## config.mk

```make
export PLATFORM = sky130hd
export DESIGN_NAME = dbi_lane_fifo_flat
export DESIGN_NICKNAME = d
export VERILOG_FILES = /design/src/rtl/dbi_lane_fifo_if.sv /design/src/rtl/dbi_lane_fifo.sv /design/src/flat_wrapper.sv
export SDC_FILE = /design/constraint.sdc
export NUM_CORES = 2
export LEC_CHECK = 0
export CORE_ASPECT_RATIO = 0.75
export CORE_MARGIN = 5
export CORE_UTILIZATION = 48
export CTS_CLUSTER_DIAMETER = 200
export DETAILED_ROUTE_END_ITERATION = 7
export HOLD_SLACK_MARGIN = 0.06
export PLACE_DENSITY = 0.61
export SLEW_MARGIN = 10
export SYNTH_ARGS = -nofsm -noshare
export SYNTH_HDL_FRONTEND = slang
export SYNTH_SLANG_ARGS = --single-unit
```

## constraint.sdc

```tcl
create_clock -name clk -period 42.9 [get_ports clk]
set_input_delay 8.58 -clock clk [delete_from_list [all_inputs] [get_ports clk]]
set_output_delay 8.58 -clock clk [all_outputs]
set_load 0.005 [all_outputs]
```

## src/rtl/dbi_lane_fifo_if.sv

```systemverilog
// dbi_lane_fifo_if: write/read/statistics bundle for the multi-lane DBI FIFO
interface dbi_lane_fifo_if #(
  parameter int LANES = 8,
  parameter int BW = 16,
  parameter int CNT_BW = 32
);
  logic dbi_en;
  logic dbi_mode;
  logic wr;
  logic [LANES*BW-1:0] in;
  logic o_full;
  logic rd;
  logic [LANES*BW-1:0] out;
  logic o_valid;
  logic o_empty;
  logic clear_stats;
  logic [CNT_BW-1:0] raw_toggles;
  logic [CNT_BW-1:0] enc_toggles;
  modport master (
    output dbi_en, dbi_mode, wr, in, rd, clear_stats,
    input o_full, out, o_valid, o_empty, raw_toggles, enc_toggles
  );
  modport slave (
    input dbi_en, dbi_mode, wr, in, rd, clear_stats,
    output o_full, out, o_valid, o_empty, raw_toggles, enc_toggles
  );
endinterface

```

## src/rtl/dbi_lane_fifo.sv

```systemverilog
// dbi_lane_fifo: per-lane DC/AC data-bus-inversion FIFO with raw/encoded toggle statistics
module dbi_lane_fifo #(
  parameter int LANES = 8,
  parameter int BW = 16,
  parameter int DEPTH = 16,
  parameter int CNT_BW = 32
) (
  input logic clk,
  input logic reset,
  dbi_lane_fifo_if.slave bus
);
  localparam int AW = $clog2(DEPTH);
  localparam int EW = BW + 1;
  localparam int SW = $clog2(LANES*EW + 1);
  localparam int XW = (CNT_BW > SW ? CNT_BW : SW) + 1;
  localparam logic [CNT_BW-1:0] MAX = '1;
  logic [AW:0] wp, rp;
  logic [LANES-1:0][EW-1:0] mem [DEPTH];
  logic [LANES-1:0][EW-1:0] ac_ref, enc_w, rd_w;
  logic [LANES-1:0][BW-1:0] raw_ref, dec_w;
  logic [SW-1:0] raw_t [LANES];
  logic [SW-1:0] enc_t [LANES];
  logic [SW-1:0] raw_sum, enc_sum;
  logic [CNT_BW-1:0] raw_cnt, enc_cnt;
  logic rd_acc, wr_acc;
  assign bus.o_empty = wp == rp;
  assign bus.o_full = (wp[AW-1:0] == rp[AW-1:0]) && (wp[AW] != rp[AW]);
  assign rd_acc = bus.rd && !bus.o_empty;
  assign wr_acc = bus.wr && (!bus.o_full || rd_acc);
  assign rd_w = mem[rp[AW-1:0]];
  assign bus.raw_toggles = raw_cnt;
  assign bus.enc_toggles = enc_cnt;
  // AC compares against the previous stored (encoded) word, DC against the word alone
  for (genvar i = 0; i < LANES; i++) begin : g_lane
    logic [BW-1:0] d, cmp;
    logic flag;
    assign d = bus.in[BW*i +: BW];
    assign cmp = bus.dbi_mode ? d ^ ac_ref[i][BW-1:0] : d;
    assign flag = bus.dbi_en && ($countones(cmp) > BW/2);
    assign enc_w[i] = {flag, flag ? ~d : d};
    assign dec_w[i] = rd_w[i][BW-1:0] ^ {BW{rd_w[i][BW]}};
    assign raw_t[i] = SW'($countones(d ^ raw_ref[i]));
    assign enc_t[i] = SW'($countones(enc_w[i] ^ ac_ref[i]));
  end
  always_comb begin
    raw_sum = '0;
    enc_sum = '0;
    for (int i = 0; i < LANES; i++) begin
      raw_sum = raw_sum + raw_t[i];
      enc_sum = enc_sum + enc_t[i];
    end
  end
  function automatic logic [CNT_BW-1:0] sat_add(logic [CNT_BW-1:0] a, logic [SW-1:0] b);
    logic [XW-1:0] s;
    s = XW'(a) + XW'(b);
    return s > XW'(MAX) ? MAX : s[CNT_BW-1:0];
  endfunction
  always_ff @(posedge clk) begin
    if (wr_acc) mem[wp[AW-1:0]] <= enc_w;
  end
  always_ff @(posedge clk) begin
    if (reset) begin
      wp <= '0;
      rp <= '0;
      bus.out <= '0;
      bus.o_valid <= 1'b0;
      raw_cnt <= '0;
      enc_cnt <= '0;
      ac_ref <= '0;
      raw_ref <= '0;
    end else begin
      bus.o_valid <= rd_acc;
      if (rd_acc) begin
        rp <= rp + (AW+1)'(1);
        bus.out <= dec_w;
      end
      if (wr_acc) begin
        wp <= wp + (AW+1)'(1);
        ac_ref <= enc_w;
        raw_ref <= bus.in;
      end
      raw_cnt <= bus.clear_stats ? '0 : wr_acc ? sat_add(raw_cnt, raw_sum) : raw_cnt;
      enc_cnt <= bus.clear_stats ? '0 : wr_acc ? sat_add(enc_cnt, enc_sum) : enc_cnt;
    end
  end
endmodule
```

## src/flat_wrapper.sv

```systemverilog
// flat-port wrapper written by rule: the top's interface ports become plain ports
module dbi_lane_fifo_flat 
#(
  parameter int LANES = 8,
  parameter int BW = 16,
  parameter int DEPTH = 16,
  parameter int CNT_BW = 32
)
  (clk, reset, bus_dbi_en, bus_dbi_mode, bus_wr, bus_in, bus_rd, bus_clear_stats, bus_o_full, bus_out, bus_o_valid, bus_o_empty, bus_raw_toggles, bus_enc_toggles);
  dbi_lane_fifo_if #(.LANES(LANES), .BW(BW), .CNT_BW(CNT_BW)) bus_i ();
  input logic clk;
  input logic reset;
  input wire logic [$bits(bus_i.dbi_en)-1:0] bus_dbi_en;
  input wire logic [$bits(bus_i.dbi_mode)-1:0] bus_dbi_mode;
  input wire logic [$bits(bus_i.wr)-1:0] bus_wr;
  input wire logic [$bits(bus_i.in)-1:0] bus_in;
  input wire logic [$bits(bus_i.rd)-1:0] bus_rd;
  input wire logic [$bits(bus_i.clear_stats)-1:0] bus_clear_stats;
  output wire logic [$bits(bus_i.o_full)-1:0] bus_o_full;
  output wire logic [$bits(bus_i.out)-1:0] bus_out;
  output wire logic [$bits(bus_i.o_valid)-1:0] bus_o_valid;
  output wire logic [$bits(bus_i.o_empty)-1:0] bus_o_empty;
  output wire logic [$bits(bus_i.raw_toggles)-1:0] bus_raw_toggles;
  output wire logic [$bits(bus_i.enc_toggles)-1:0] bus_enc_toggles;
  assign bus_i.dbi_en = bus_dbi_en;
  assign bus_i.dbi_mode = bus_dbi_mode;
  assign bus_i.wr = bus_wr;
  assign bus_i.in = bus_in;
  assign bus_i.rd = bus_rd;
  assign bus_i.clear_stats = bus_clear_stats;
  assign bus_o_full = bus_i.o_full;
  assign bus_out = bus_i.out;
  assign bus_o_valid = bus_i.o_valid;
  assign bus_o_empty = bus_i.o_empty;
  assign bus_raw_toggles = bus_i.raw_toggles;
  assign bus_enc_toggles = bus_i.enc_toggles;
  dbi_lane_fifo #(.LANES(LANES), .BW(BW), .DEPTH(DEPTH), .CNT_BW(CNT_BW)) u_core (.clk(clk), .reset(reset), .bus(bus_i));
endmodule
```

Word level (Yosys, flattened, before mapping). Memory sizes are Yosys's and may differ from the RTL's. A register that Yosys moved wholly into a read port is not among the register bits. Index checks and enable logic that the tools add are counted. W data, S select, Z words.

Register bits: 467. Output and inout bits: 195. RAM bits: 2176. Memories: 1. Bits of input ports: 135. Word-level logic and storage cells: 499.

Bitwise gates (word level): 40. Add/subtract/negate cells: 386. Reduce and logical (&&, ||, !) cells: 15. Order comparisons: 10. Equality and inequality tests: 3. Mux-type cells: 22.

Memory list: u_core.mem (depth 16, bits a word 136, rd ports 1, clocked after memory_dff 1, write ports 1, line dbi_lane_fifo.sv:18) `logic [LANES-1:0][EW-1:0] mem [DEPTH];`.

Operators by type and width (number): $add A32 B32 Y32 (56); $add A8 B8 Y8 (126); $add A1 B1 Y2 (192); $xor A16 B16 Y16 (24); $gt A32 B5 Y1 const B (8); $mux W16 (16); $xor A17 B17 Y17 (8); $not A16 Y16 (8); $add A32 B8 Y33 (2); $gt A33 B32 Y1 const B (2); $add A8 B1 Y8 (8); $mux W32 (2); $logic_and A1 B1 Y1 (11); $add A5 B1 Y5 const B (2); $mux W4 (2); $eq A5 B5 Y1 (1); $eq A4 B4 Y1 (1); $logic_not A1 Y1 (2); $mux W1 (2); $reduce_or A2 Y1 (1); $logic_or A1 B1 Y1 (1); $ne A1 B1 Y1 (1).

Logic depth before layout (Yosys ltp).
Depth after elaboration: 25. Depth in mapped cells: 55. Mapped depth without buffers: 50.

Worst setup path before layout. OpenSTA, ideal clock, no wires.

Path type: in2reg. From: in bus_dbi_mode. To: reg u_core.enc_cnt[18], in the netlist u_core.bus.enc_toggles[18]. Arrival: 21.689 ns. Setup slack: 21.076 ns. Library setup time: 0.135 ns. Buffers on the path: 4. Stages: 54. Required time: 42.765 ns. Cells stage by stage: clkbuf_1 clkbuf_1 nand2_1 xnor2_1 ha_1 inv_1 fa_1 inv_1 fa_1 inv_1 fa_1 inv_1 fa_1 ha_1 fa_1 nor3_1 o21ai_0 and2_1 (+18 left out) inv_1 fa_1 inv_1 ha_1 inv_1 fa_1 nor2b_1 o21ai_0 a21boi_0 o21a_1 nor2_1 xnor2_1 ha_1 and3_1 o211ai_1 a211oi_1 o41a_1 a311oi_1.

Longest elaborated chain between the ends: 24. Elaborated cells on any way between the ends: 298. Classes of those cells: add/sub (256); order compare (9); mux (17); bitwise (8); reduce/logical (8).

Ends and longest elaborated chain: start: declaration (line flat_wrapper.sv:14) `input wire logic [$bits(bus_i.dbi_mode)-1:0] bus_dbi_mode;`; $mux W16 (line dbi_lane_fifo.sv:38) `assign cmp = bus.dbi_mode ? d ^ ac_ref[i][BW-1:0] : d;`; $add A1 B1 Y2 (not written as such) (line dbi_lane_fifo.sv:39) `assign flag = bus.dbi_en && ($countones(cmp) > BW/2);`; $add A32 B32 Y32 (not written as such) (3 in series) (line dbi_lane_fifo.sv:39); $gt A32 B5 Y1 (line dbi_lane_fifo.sv:39); $logic_and A1 B1 Y1 (line dbi_lane_fifo.sv:39); $mux W16 (line dbi_lane_fifo.sv:40) `assign enc_w[i] = {flag, flag ? ~d : d};`; $xor A17 B17 Y17 (line dbi_lane_fifo.sv:43) `assign enc_t[i] = SW'($countones(enc_w[i] ^ ac_ref[i]));`; $add A1 B1 Y2 (not written as such) (line dbi_lane_fifo.sv:43); $add A8 B8 Y8 (not written as such) (3 in series) (line dbi_lane_fifo.sv:43); $add A8 B1 Y8 (not written as such) (line dbi_lane_fifo.sv:43); $add A8 B8 Y8 (6 in series) (line dbi_lane_fifo.sv:50) `enc_sum = enc_sum + enc_t[i];`; $add A8 B8 Y8 * (line dbi_lane_fifo.sv:50); $add A32 B8 Y33 * (line dbi_lane_fifo.sv:55) `s = XW'(a) + XW'(b);`; $gt A33 B32 Y1 (line dbi_lane_fifo.sv:56) `return s > XW'(MAX) ? MAX : s[CNT_BW-1:0];`; $mux W32 * (line dbi_lane_fifo.sv:56); end signal: assignment (line dbi_lane_fifo.sv:83) `enc_cnt <= bus.clear_stats ? '0 : wr_acc ? sat_add(enc_cnt, enc_sum) : enc_cnt;`; end: declaration (line dbi_lane_fifo.sv:24) `logic [CNT_BW-1:0] raw_cnt, enc_cnt;`.

Every way passes the cells marked *; elsewhere a longest branch is shown, timed or not. A chain may end at the register's enable or synchronous reset.

Worst setup path in the final report. Ends and elaborated chain as after synthesis.

==> metrics.txt <==
status=completed; # DRC=0; most common cell in the netlist=edfxtp_1; post-cts resize count=0; Worst path most repeated cell=fa_1; Total GRT Usage=25.5%; Synth-to-Final Area Change=13.0%; sequential area share after synthesis=62.3%; first-pass GRT wire length=484000 µm; routed wire length=335000 µm; drt pass-1 iters=6; core area=249000 µm²; Hold Path Class=flop to flop; EDFF count, synth=2176; vias in the first global route=67355; Die Wd=587 µm; final hold vios=0; max incr delay on CP=1.00 ns; input/output buffers=329; Data arrival, critical path=24.29 ns; MaxCap Viol Count=0; Max Root-Sink Buffers=4; Avg WL per Cell=29.2 µm; Initial Utilization=48.1%; clock transition at the registers of the reported paths=0.06 ns; Syn Nets=8374; number of I/O pins=330; Worst R2R Path Depth=50; async set-reset flop share out of synthesis=0%; final net count=8737; min cycle time layout=23.64 ns; #FFs+latches synth=2647; synth cell count leaders=edfxtp_1 (2176), inv_1 (633), mux4_2 (485), nand2_1 (479), dfxtp_1 (471); die area=260000 µm²; # setup viols final=0; average cell area after synthesis=15.8 µm²; crit end category=flop; Mapped Cells=7595; Clock Sinks=2647; antenna violations before repair=21; Critical Path Source Type=input port; CP max stage cell=o31ai_4; Tcrit/Tclk final=55.1%; Vias/cell=5.82; Iter 0 DRT Violations=6492; total global routing overflow=0; max frequency=42.3 MHz; worst slew pin tran=1.24 ns; max-slew violation count=0; total negative slack=0 ns; Slew headroom=17.3%; Yosys warnings=0; worst clock skew=0.0679 ns; H-tree levels=5; Site Rows=159; Post-Syn Area=120000 µm²; Hold-fix buffers, CTS=0; largest net degree at the start of global routing=194; CTS tree=built; vias=66820; Distinct cells, synth=85; WS Path Type=input port to flop; worst path required time=43.55 ns; Area contributors post-synth=edfxtp_1 (54%), mux4_2 (9.1%), dfxtp_1 (7.9%), fa_1 (5.9%), ha_1 (3.0%); die extent in y=443 µm; area share of the largest cell type after synthesis=54.5%; worst-path fanout max=82; share of layout cells above drive strength 1=13.5%; Skew-Pair Late Insertion Delay=0.86 ns; Synth Flop Type=edfxtp_1; Hold Path Stages=2; CTS buffer count=275; RSZ-0062 raised after global routing=no; DRT antenna net count=0; clk root buf=clkbuf_16; hpwl dp=208000 µm; setup bufs post-CTS=0; Routability Congestion=0.882; biggest area consumer among synthesized cells=edfxtp_1
layout by cell type, fill, tap and decap left out, types with 62 or more instances in the layout:
master,Yosys,layout
a211oi_1,227,227
a21oi_1,230,230
buf_4,40,111
clkbuf_1,164,62
clkbuf_16,0,290
clkdlybuf4s50_1,0,327
dfxtp_1,471,467
edfxtp_1,2176,2176
fa_1,352,352
ha_1,292,292
inv_1,633,633
mux2i_1,229,228
mux4_2,485,485
nand2_1,479,478
nor2_1,299,284
o21ai_0,65,65
o22ai_1,73,73
xnor2_1,379,378
xor2_1,329,328
kinds of logic (layout without fill, tap and decap cells):
family | after synthesis | after routing | synth area share, %
simple gates | 1001 | 1001 | 3.69
xor+xnor | 708 | 708 | 5.17
buf+inv | 1004 | 1567 | 3.59
flops | 2647 | 2647 | 62.3
compound gates | 863 | 863 | 5.07
other cells | 0 | 18 | 0
fa+ha+maj | 644 | 644 | 8.92
mux | 728 | 728 | 11.2
area by class of cell:
| type | count | area (µm²) |
|---|---|---|
| diodes | 18 | 45.0 |
| clock buffers | 365 | 7670 |
| clock inverters | 112 | 1000 |
| fillers | 19964 | 114000 |
| inverters | 636 | 2390 |
| multi-input cells | 3944 | 41100 |
| flip-flops and latches | 2647 | 74800 |
| well taps | 3300 | 4130 |
| repair buffers | 454 | 4420 |
per-layer routing:
| layer | vias up | GRT usage, % | routed length [µm] | share of wire, % |
|---|---|---|---|---|
| li1 | 28857 | - | - | - |
| met1 | 35077 | 37.3 | 146000 | 44 |
| met2 | 2463 | 40.1 | 156000 | 47 |
| met3 | 421 | 4.39 | 25200 | 7.5 |
| met4 | 2 | 6.08 | 7830 | 2.3 |
| met5 | - | 0 | 13 | 0.0039 |
worst max-delay path: cells and delay by family:
kind            cells  cell delay [ns]
fa+ha+maj          20             8.60
compound gates      9             3.22
buf+inv            13             1.97
simple gates        6             0.91
xor+xnor            4             0.87
path summary, 6_finish.rpt:
kind / startpoint / slack, ns / endpoint
worst max-delay path: bus_dbi_mode / 19.26 / u_core.bus.enc_toggles[18]$_SDFFE_PP0P_
worst min-delay path: u_core.bus.out[5]$_SDFFE_PP0P_ / 0.45 / u_core.bus.out[5]$_SDFFE_PP0P_
worst max register to register: u_core.ac_ref[49]$_SDFFE_PP0P_ / 28.02 / u_core.bus.enc_toggles[18]$_SDFFE_PP0P_
worst min register to register: u_core.bus.out[5]$_SDFFE_PP0P_ / 0.45 / u_core.bus.out[5]$_SDFFE_PP0P_
state kept, by name, summed over array words and instances, names as in the netlist, named ones only:
register	cells
u_core.ac_ref	136
u_core.bus.enc_toggles	32
u_core.bus.o_valid	1
u_core.bus.out	128
u_core.bus.raw_toggles	32
u_core.mem	2176
u_core.raw_ref	128
u_core.rp	5
u_core.wp	5
metrics by stage:
step	area, µm²	hold slack, ns	worst slack, ns	cells	utilization, %
final	136000	0.453	19.26	11476	54.4
after global routing	136000	0.480	18.41	11469	54.3
after CTS	136000	0.455	19.38	11458	54.3
after detailed placement	127000	0.447	18.55	10981	50.9
after global placement	127000	0.446	18.95	10981	50.9
after floorplan	120000	0.448	21.08	7595	-
Power is left out: the tool's default activity adds up to more than one toggle a clock period on the data nets, which glitch-free logic cannot reach.
